<file path="src/rtl/cam_capture_pkg.sv">
// rtl/cam_capture_pkg.sv - shared types and constants for the camera frame capture path
package cam_capture_pkg;

    typedef enum logic [1:0] {
        IDLE,
        ARM,
        CAPTURE,
        DONE
    } cap_state_t;

    localparam int PIXEL_W = 16;
    localparam int WORD_W  = 32;
    localparam int ENTRY_W = 34;
    localparam int SOF_BIT = 32;
    localparam int EOL_BIT = 33;

endpackage

</file>
<file path="src/rtl/cam_word_fifo.sv">
// rtl/cam_word_fifo.sv - single-clock show-ahead word FIFO carrying pixel words with their markers
module cam_word_fifo
    import cam_capture_pkg::*;
#(
    parameter int DEPTH = 16,
    parameter int WIDTH = ENTRY_W
) (
    input  logic             clk,
    input  logic             reset,
    input  logic             push,
    input  logic [WIDTH-1:0] push_data,
    input  logic             pop,
    output logic [WIDTH-1:0] pop_data,
    output logic             full,
    output logic             empty
);

    localparam int AW = $clog2(DEPTH);

    logic [WIDTH-1:0] mem [DEPTH];
    logic [AW-1:0]    wr_ptr;
    logic [AW-1:0]    rd_ptr;
    logic [AW:0]      count;
    logic             do_push;
    logic             do_pop;

    // A pop in the same cycle frees a slot, so a push against a full FIFO still lands.
    assign do_pop   = pop && !empty;
    assign do_push  = push && (!full || do_pop);
    assign full     = (count == (AW+1)'(DEPTH));
    assign empty    = (count == '0);
    assign pop_data = empty ? '0 : mem[rd_ptr];

    // Pointer and occupancy bookkeeping.
    always_ff @(posedge clk) begin
        if (reset) begin
            wr_ptr <= '0;
            rd_ptr <= '0;
            count  <= '0;
        end else begin
            if (do_push) begin
                wr_ptr <= wr_ptr + 1'b1;
            end
            if (do_pop) begin
                rd_ptr <= rd_ptr + 1'b1;
            end
            case ({do_push, do_pop})
                2'b10:   count <= count + 1'b1;
                2'b01:   count <= count - 1'b1;
                default: count <= count;
            endcase
        end
    end

    // Storage array; contents are don't-care until written, empty gates the read side.
    always_ff @(posedge clk) begin
        if (do_push) begin
            mem[wr_ptr] <= push_data;
        end
    end

endmodule

</file>
<file path="src/rtl/cam_frame_capture.sv">
// rtl/cam_frame_capture.sv - camera bus oversampler, RGB565 word packer and single-frame capture control
module cam_frame_capture
    import cam_capture_pkg::*;
#(
    parameter int H_PIXELS    = 640,
    parameter int V_LINES     = 480,
    parameter int FIFO_DEPTH  = 16,
    parameter int SYNC_STAGES = 2
) (
    input  logic              clk,
    input  logic              reset,
    input  logic              cam_pxlclk,
    input  logic              cam_hsync,
    input  logic              cam_vsync,
    input  logic [9:0]        cam_data,
    input  logic              start,
    output logic              busy,
    output logic              frame_done,
    output logic              overflow,
    output logic              line_err,
    output logic [WORD_W-1:0] out_data,
    output logic              out_valid,
    input  logic              out_ready,
    output logic              out_sof,
    output logic              out_eol
);

    localparam int LINE_BYTES = 2 * H_PIXELS;
    localparam int BC_W       = $clog2(LINE_BYTES + 2);
    localparam int LC_W       = $clog2(V_LINES + 1);

    localparam logic [BC_W-1:0] BC_LAST = BC_W'(LINE_BYTES - 1);
    localparam logic [BC_W-1:0] BC_FULL = BC_W'(LINE_BYTES);
    localparam logic [BC_W-1:0] BC_OVER = BC_W'(LINE_BYTES + 1);
    localparam logic [LC_W-1:0] LC_LAST = LC_W'(V_LINES - 1);

    logic [SYNC_STAGES-1:0] pxl_sync;
    logic [SYNC_STAGES-1:0] hs_sync;
    logic [SYNC_STAGES-1:0] vs_sync;
    logic [7:0]             data_sync [SYNC_STAGES];

    logic pxl_prev;
    logic hs_prev;
    logic vs_prev;
    logic pxl_now;
    logic hs_now;
    logic vs_now;
    logic [7:0] data_now;
    logic pxl_event;
    logic hs_fall;
    logic vs_rise;
    logic vs_fall;

    cap_state_t       state;
    logic [BC_W-1:0]  byte_cnt;
    logic [LC_W-1:0]  line_cnt;
    logic [WORD_W-1:0] word_acc;
    logic [WORD_W-1:0] push_word;
    logic             push_req;
    logic             push_sof;
    logic             push_eol;
    logic             sof_pending;

    logic [ENTRY_W-1:0] fifo_din;
    logic [ENTRY_W-1:0] fifo_dout;
    logic               fifo_full;
    logic               fifo_empty;
    logic               fifo_pop;
    logic               unused_low_bits;

    // The two LSBs of the camera bus carry nothing for an 8-bit sensor.
    assign unused_low_bits = ^cam_data[1:0];

    assign pxl_now  = pxl_sync[SYNC_STAGES-1];
    assign hs_now   = hs_sync[SYNC_STAGES-1];
    assign vs_now   = vs_sync[SYNC_STAGES-1];
    assign data_now = data_sync[SYNC_STAGES-1];

    assign pxl_event = pxl_now && !pxl_prev;
    assign hs_fall   = hs_prev && !hs_now;
    assign vs_rise   = vs_now && !vs_prev;
    assign vs_fall   = vs_prev && !vs_now;

    // Every camera input runs through the same number of flops so data stays aligned to its pixel clock.
    always_ff @(posedge clk) begin
        if (reset) begin
            pxl_sync <= '0;
            hs_sync  <= '0;
            vs_sync  <= '0;
            for (int i = 0; i < SYNC_STAGES; i++) begin
                data_sync[i] <= '0;
            end
        end else begin
            pxl_sync     <= {pxl_sync[SYNC_STAGES-2:0], cam_pxlclk};
            hs_sync      <= {hs_sync[SYNC_STAGES-2:0], cam_hsync};
            vs_sync      <= {vs_sync[SYNC_STAGES-2:0], cam_vsync};
            data_sync[0] <= cam_data[9:2];
            for (int i = 1; i < SYNC_STAGES; i++) begin
                data_sync[i] <= data_sync[i-1];
            end
        end
    end

    // Previous-cycle copies of the synchronised controls for edge detection.
    always_ff @(posedge clk) begin
        if (reset) begin
            pxl_prev <= 1'b0;
            hs_prev  <= 1'b0;
            vs_prev  <= 1'b0;
        end else begin
            pxl_prev <= pxl_now;
            hs_prev  <= hs_now;
            vs_prev  <= vs_now;
        end
    end

    // Capture FSM with the byte packer, line/byte counters and sticky status flags.
    always_ff @(posedge clk) begin
        if (reset) begin
            state       <= IDLE;
            busy        <= 1'b0;
            frame_done  <= 1'b0;
            overflow    <= 1'b0;
            line_err    <= 1'b0;
            byte_cnt    <= '0;
            line_cnt    <= '0;
            word_acc    <= '0;
            push_word   <= '0;
            push_req    <= 1'b0;
            push_sof    <= 1'b0;
            push_eol    <= 1'b0;
            sof_pending <= 1'b0;
        end else begin
            frame_done <= 1'b0;
            push_req   <= 1'b0;

            if (push_req && fifo_full && !fifo_pop) begin
                overflow <= 1'b1;
            end

            case (state)
                IDLE: begin
                    if (start) begin
                        state    <= ARM;
                        busy     <= 1'b1;
                        overflow <= 1'b0;
                        line_err <= 1'b0;
                    end
                end

                ARM: begin
                    if (vs_fall) begin
                        state       <= CAPTURE;
                        line_cnt    <= '0;
                        byte_cnt    <= '0;
                        sof_pending <= 1'b1;
                    end
                end

                CAPTURE: begin
                    if (vs_rise) begin
                        state <= DONE;
                    end else if (hs_fall) begin
                        // Line boundary: any partial word is abandoned by restarting the byte count.
                        if (byte_cnt != BC_FULL) begin
                            line_err <= 1'b1;
                        end
                        byte_cnt <= '0;
                        line_cnt <= line_cnt + 1'b1;
                        if (line_cnt == LC_LAST) begin
                            state <= DONE;
                        end
                    end else if (pxl_event && hs_now) begin
                        if (byte_cnt >= BC_FULL) begin
                            // Excess pixels are dropped; the counter parks past the line length.
                            line_err <= 1'b1;
                            byte_cnt <= BC_OVER;
                        end else begin
                            byte_cnt <= byte_cnt + 1'b1;
                            case (byte_cnt[1:0])
                                2'd0: word_acc[15:8]  <= data_now;
                                2'd1: word_acc[7:0]   <= data_now;
                                2'd2: word_acc[31:24] <= data_now;
                                default: begin
                                    push_word   <= {word_acc[31:24], data_now, word_acc[15:0]};
                                    push_req    <= 1'b1;
                                    push_sof    <= sof_pending;
                                    push_eol    <= (byte_cnt == BC_LAST);
                                    sof_pending <= 1'b0;
                                end
                            endcase
                        end
                    end
                end

                default: begin
                    frame_done <= 1'b1;
                    busy       <= 1'b0;
                    state      <= IDLE;
                end
            endcase
        end
    end

    assign fifo_din = {push_eol, push_sof, push_word};
    assign fifo_pop = out_valid && out_ready;

    cam_word_fifo #(
        .DEPTH (FIFO_DEPTH),
        .WIDTH (ENTRY_W)
    ) u_fifo (
        .clk       (clk),
        .reset     (reset),
        .push      (push_req),
        .push_data (fifo_din),
        .pop       (fifo_pop),
        .pop_data  (fifo_dout),
        .full      (fifo_full),
        .empty     (fifo_empty)
    );

    assign out_valid = !fifo_empty;
    assign out_data  = fifo_dout[WORD_W-1:0];
    assign out_sof   = fifo_dout[SOF_BIT];
    assign out_eol   = fifo_dout[EOL_BIT];

endmodule

</file>
<file path="config.mk">
export PLATFORM = sky130hd
export DESIGN_NAME = cam_frame_capture
export DESIGN_NICKNAME = d
export VERILOG_FILES = /design/src/rtl/cam_capture_pkg.sv /design/src/rtl/cam_word_fifo.sv /design/src/rtl/cam_frame_capture.sv
export SDC_FILE = /design/constraint.sdc
export NUM_CORES = 1
export LEC_CHECK = 0
export ABC_AREA = 0
export BUFFER_PORTS_ARGS = -buffer_cell sky130_fd_sc_hd__buf_2
export CAP_MARGIN = 20
export CORE_MARGIN = 2
export CORE_UTILIZATION = 40
export CTS_CLUSTER_SIZE = 28
export DETAILED_ROUTE_END_ITERATION = 10
export PLACE_DENSITY_LB_ADDON = 0.05
export SLEW_MARGIN = 20
export SYNTH_ARGS = -nofsm -noshare
export SYNTH_HDL_FRONTEND = slang
export SYNTH_SLANG_ARGS = --single-unit
</file>
<file path="constraint.sdc">
create_clock -name clk -period 4.7 [get_ports clk]
set_input_delay 0.47 -clock clk [delete_from_list [all_inputs] [get_ports clk]]
set_output_delay 0.47 -clock clk [all_outputs]
set_load 0.05 [all_outputs]
</file>
Word-level counts from Yosys, hierarchy flattened
Memories as Yosys holds them, arrays and structs flattened. A register that Yosys moved wholly into a read port is not among the register bits.
Index checks and enable logic that the tools add are counted.
{"block": "word_totals", "ff_bits": 108, "mem_bits_rw": 560, "mem_count": 2, "word_cells": 151, "input_bits": 17}
{"block": "classes", "reduce_logical": 38, "eq_ne": 23, "muxes": 48, "order_cmp": 1, "n_bitwise": 9, "add_sub_neg": 6}
{"name": "u_fifo.mem", "words": 16, "word_bits": 34, "read_ports": 1, "rd_ports_with_merged_regs": 1, "write_ports": 1, "line_no": "cam_word_fifo.sv:20", "text": "logic [WIDTH-1:0] mem [DEPTH];"}
{"name": "data_sync", "words": 2, "word_bits": 8, "read_ports": 2, "rd_ports_with_merged_regs": 0, "write_ports": 2, "line_no": "cam_frame_capture.sv:40", "text": "logic [7:0] data_sync [SYNC_STAGES];"}
{"operator": "two-way mux 11 bit", "n": 5}
{"operator": "two-way mux 34 bit", "n": 1}
{"operator": "AND reduction 6 bit", "n": 5}
{"operator": "two-way mux 9 bit", "n": 3}
{"operator": "two-way mux 1 bit", "n": 23}
{"operator": "one-hot mux 11 bit (2 select lines)", "n": 1}
{"operator": "one-hot mux 9 bit (2 select lines)", "n": 1}
{"operator": "two-way mux 8 bit", "n": 2}
{"operator": "inequality test 2 bit, second input constant", "n": 8}
{"operator": "inequality test 3 bit, second input constant", "n": 5}
{"operator": "AND reduction 4 bit", "n": 3}
{"operator": "adder 11 x 1 -> 11 bit, second input constant", "n": 1}
{"operator": "== test 11 bit, second input constant", "n": 1}
{"operator": ">= comparator 11 bit, second input constant", "n": 1}
{"operator": "inequality test 11 bit, second input constant", "n": 1}
{"operator": "logical AND 1 bit", "n": 10}
{"operator": "two-way mux 2 bit", "n": 5}
{"operator": "one-hot mux 5 bit (2 select lines)", "n": 1}
{"operator": "adder 9 x 1 -> 9 bit, second input constant", "n": 1}
{"operator": "== test 9 bit, second input constant", "n": 1}
{"operator": "adder 4 x 1 -> 4 bit, second input constant", "n": 2}
{"operator": "two-way mux 4 bit", "n": 2}
{"operator": "zero test 1 bit", "n": 7}
{"operator": "NOT 1 bit", "n": 7}
{"operator": "17 further kinds", "n": 28}

Depth between registers and ports, before layout
{"block": "logic_depth", "depth_word": 8, "ltp_mapped": 13, "mapped_depth_nobuf": 11}

Hierarchy
Synthesis repeated with hierarchy kept, for this count alone.
{"block": "hier_totals", "cells_unflattened": 1448, "area_unflattened_um2": 26015.0}
{"module": "cam_word_fifo", "cells_each": 955, "area_per_inst_um2": 21745.9, "seq_area_each_um2": 16676.0, "instances": 1}
{"module": "cam_frame_capture", "cells_each": 493, "area_per_inst_um2": 4269.1, "seq_area_each_um2": 2222.1, "instances": 1}

Worst setup path before layout
No wires, ideal clock.
{"block": "synth_path", "path_type": "register to register", "startpoint": "register u_fifo.count[1]", "endpoint": "memory u_fifo.mem[3][0] in the netlist's numbering (enable)", "path_stages_with_launch": 6, "arrival_ns": 3.439, "required_time_ns": 4.233, "setup_time_ns": 0.467, "n_path_buf": 1, "setup_slack_ns": 0.794, "cell_sequence": "dfxtp_1 > buf_2 > nor4_2 > a31oi_2 > nand2_1 > nor3_1"}
{"block": "synth_via", "elab_chain_len": 8, "word_cells_on_any_way": 10, "classes_between": "eq/ne (1); mux (2); reduce/logical (7)"}
{"element": "start: declaration", "line_no": "cam_word_fifo.sv:23", "text": "logic [AW:0] count;"}
{"element": "start signal: assignment", "line_no": "cam_word_fifo.sv:48", "text": "2'b10: count <= count + 1'b1;"}
{"element": "start signal: assignment", "line_no": "cam_word_fifo.sv:49", "text": "2'b01: count <= count - 1'b1;"}
{"element": "start signal: assignment", "line_no": "cam_word_fifo.sv:50", "text": "default: count <= count;"}
{"element": "zero test 5 bit", "line_no": "cam_word_fifo.sv:31", "text": "assign empty = (count == '0);"}
{"element": "zero test 1 bit", "line_no": "cam_word_fifo.sv:28, cam_frame_capture.sv:222"}
{"element": "logical AND 1 bit", "line_no": "cam_frame_capture.sv:206", "text": "assign fifo_pop = out_valid && out_ready;"}
{"element": "logical AND 1 bit", "line_no": "cam_word_fifo.sv:28", "text": "assign do_pop = pop && !empty;"}
{"element": "logical OR 1 bit *", "line_no": "cam_word_fifo.sv:29", "text": "assign do_push = push && (!full || do_pop);"}
{"element": "logical AND 1 bit *", "line_no": "cam_word_fifo.sv:29"}
{"element": "two-way mux 1 bit *", "line_no": "cam_word_fifo.sv:57", "text": "if (do_push) begin"}
{"element": "two-way mux 1 bit (implied by the code) *", "line_no": "cam_word_fifo.sv:58", "text": "mem[wr_ptr] <= push_data;"}
{"element": "end: declaration", "line_no": "cam_word_fifo.sv:20"}
Mark *: on every way between the ends. The rest lies on a longest branch, timed or not.

Final worst setup path
{"block": "layout_path", "startpoint": "register u_fifo.count[1]", "endpoint": "output out_data[16]"}
{"block": "layout_via", "elab_chain_len": 2}
{"element": "zero test 5 bit", "line_no": "cam_word_fifo.sv:31"}
{"element": "two-way mux 34 bit", "line_no": "cam_word_fifo.sv:32", "text": "assign pop_data = empty ? '0 : mem[rd_ptr];"}
{"element": "end: declaration", "line_no": "cam_frame_capture.sv:21", "text": "output logic [WORD_W-1:0] out_data,"}
Every way passes these cells.

==> flow_metrics.env <==
export IMPL_synth_area_leaders="edfxtp_1 63%, mux4_2 12%, dfxtp_1 9.9%, mux2i_1 2.8%, nand2_1 1.7%"
export IMPL_cts_sinks=672
export IMPL_multi_input_area_sq_mm=0.006626
export IMPL_async_flop_share_pct=0
export IMPL_cp_arrival_ns=3.14
export IMPL_cts_clk_slew_worst_paths_ns=0.06
export IMPL_power_density_mw_per_mm2=493.6
export IMPL_wirelength_mm=60.62
export IMPL_overflow=0
export IMPL_yosysTopAreaCellShare_pct=63.27
export IMPL_cts_tree="done"
export IMPL_final_period_utilization_pct=76.81
export IMPL_drc=0
export IMPL_vias_per_cell=5.305
export IMPL_fin_hold_ws_ns=0.07683
export IMPL_vias=13013
export IMPL_synth_top_cell_by_area="edfxtp_1"
export IMPL_slew_headroom_pct=31.39
export IMPL_start_util_pct=40.27
export IMPL_cts_buffers_inserted=73
export IMPL_syn_inst=1448
export IMPL_ys_ff_latch=672
export IMPL_yosys_warnings=0
export IMPL_ir_drop_v=0.0002147
export IMPL_cts_resized=0
export IMPL_max_freq_ghz=0.2770
export IMPL_seq_area_frac_synth_pct=73.20
export IMPL_area_growth_synth_to_final_pct=15.26
export IMPL_drive_above_1_share_pct=22.72
export IMPL_first_global_vias=13806
export IMPL_hold_buffers=0
export IMPL_timing_final_crit_period_ns=3.610
export IMPL_cp_end_kind="primary output"
export IMPL_outcome="finished clean"
export IMPL_hold_viol=0
export IMPL_cap_violations=0
export IMPL_portBuffers=53
export IMPL_synth_cell_types=60
export IMPL_final_util_pct=46.41
export IMPL_mostFrequentLayoutCells="544 x edfxtp_1, 136 x mux4_2, 125 x dfxtp_1"
export IMPL_die_area_sq_mm=0.06659
export IMPL_synth_avg_cell_area_sq_um=17.83
export IMPL_slew_viol_final=0
export IMPL_synth_edf_count=544
export IMPL_htreeDepth=3
export IMPL_post_cts_buffers=0
export IMPL_first_iter_violations=825
export IMPL_setup_viol=0
export IMPL_path_class="reg2out"
export IMPL_ant_nets=0
export IMPL_hpwl_mm=33.59
export IMPL_yosys_most_used_dff="edfxtp_1"
export IMPL_grt_usage_pct=18.55
export IMPL_routedWlPerCell_microns=24.71
export IMPL_cts_max_path_buffers=3
export IMPL_cp_max_fo=13
export IMPL_rsz0062_at_grt="no"
export IMPL_syn_num_nets=1484
export IMPL_firstDrtPassIters=5
export IMPL_root_buffer="clkbuf_16"
export IMPL_coreArea_sq_mm=0.06412
export IMPL_fp_row_count=93
export IMPL_r2r_slack_ns=1.68
export IMPL_setup_tns_ns=0
export IMPL_die_h_microns=258.1
export IMPL_clkLatencyLatePin_ns=0.61
export IMPL_die_x_microns=258.1
export IMPL_grt_pass1_wl_mm=90.83
export IMPL_worstMarginPinSlew_ns=1.029
export IMPL_gp_congestion=0.7339
export IMPL_io_pins=56
export IMPL_final_nets=1574
export IMPL_final_seq_area_sq_mm=0.01891
export IMPL_finalClockSkew_ns=0.02471
export IMPL_p_leak_nw=9.412
export IMPL_final_common_cell="edfxtp_1"
export IMPL_fill_cells=5557
export IMPL_antenna_found_initial=0
export IMPL_diodes=0
export IMPL_synth_area_sq_mm=0.02582
export IMPL_critPathLaunchType="register"
export IMPL_required_ns=4.23
export IMPL_grt_max_degree=72
export IMPL_worst_hold_path_type="in2reg"
synthesized netlist by cell type, drive strengths merged (4+ instances only):
cell,instances
a21oi,72
a31oi,5
and3,10
buf,42
clkbuf,35
dfxtp,128
edfxtp,544
ha,19
inv,15
mux2i,72
mux4,136
nand2,117
nand2b,11
nand3,32
nand3b,4
nand4,6
nor2,47
nor2b,29
nor3,9
nor4,4
o2111ai,4
o21ai,13
o22ai,35
or4,4
xor2,19
state kept, by name, indices dropped and copies added, names as in the netlist, 2 cells and up, named ones only:
signal / count
byte_cnt: 11
data_sync: 16
hs_sync: 2
line_cnt: 9
push_word: 32
pxl_sync: 2
state: 2
u_fifo.count: 5
u_fifo.mem: 544
u_fifo.rd_ptr: 4
u_fifo.wr_ptr: 4
vs_sync: 2
word_acc: 24
per-stage QoR:
stage / setup WS, ns / instances / area, sq um / power (mW)
after global routing: 0.9084 / 2453 / 29760 / 15.24
after CTS: 0.9998 / 2453 / 29760 / 14.90
after global placement: 1.540 / 2318 / 27320 / 9.091
after detailed placement: 1.535 / 2318 / 27320 / 9.091
after floorplan: 0.7939 / 1448 / 25820 / 8.481
final: 1.090 / 2453 / 29760 / 14.69
worst paths after layout:
check | start | to | cells past startpoint
setup / recovery | u_fifo.count[1]$_SDFFE_PP0P_ | out_data[16] | 7
hold / removal | cam_vsync | vs_sync[0]$_SDFF_PP0_ | 2
setup reg to reg | u_fifo.count[1]$_SDFFE_PP0P_ | u_fifo.mem[0][13]$_DFFE_PP_ | 5
hold reg to reg | data_sync[0][1]$_SDFF_PP0_ | data_sync[0][9]$_SDFF_PP0_ | 1
per-layer routing:
layer  part of all wire, %  vias up  wire (microns)  GRT usage [%]
met5                     0        -               0              0
met4                   1.9        0            1153          5.315
met3                   3.8       82            2326          2.876
met2                    50      225           30170          31.31
met1                    44     6802           26970          25.01
li1                      -     5904               -              -
worst max-delay path, cell delays in order (launching register included):
cell	delay (ns)
dfxtp_1	0.38
nor4_2	0.51
nand2_1	0.21
nand2_2	0.42
buf_4	0.35
buf_4	0.30
o22ai_1	0.11
buf_2	0.22
power breakdown:
| part | internal [mW] | switching, mW |
|---|---|---|
| Clock | 3.48 | 2.31 |
| Sequential | 6.38 | 0.124 |
| Combinational | 0.956 | 1.44 |
| Total | 10.8 | 3.87 |
cell families after synthesis:
group	count (synthesis)	synth area share, %
AOI/OAI and AO/OA	147	3.388
xor gates and xnor gates	21	0.7124
adders and majority gates	19	0.9208
buffers and inverters	92	1.580
DFF	672	73.20
muxes	208	14.66
and+or+nand+nor	289	5.544
area by class of cell:
type | instances | share of cell area [%]
Clock buffer | 106 | 7.148
Clock inverter | 29 | 1.034
Inverter | 15 | 0.1892
Multi-Input combinational cell | 684 | 22.27
Sequential cell | 672 | 63.55
Tap cell | 855 | 3.595
Timing Repair Buffer | 92 | 2.220
Note: power is estimated with default switching activity, not from simulation.
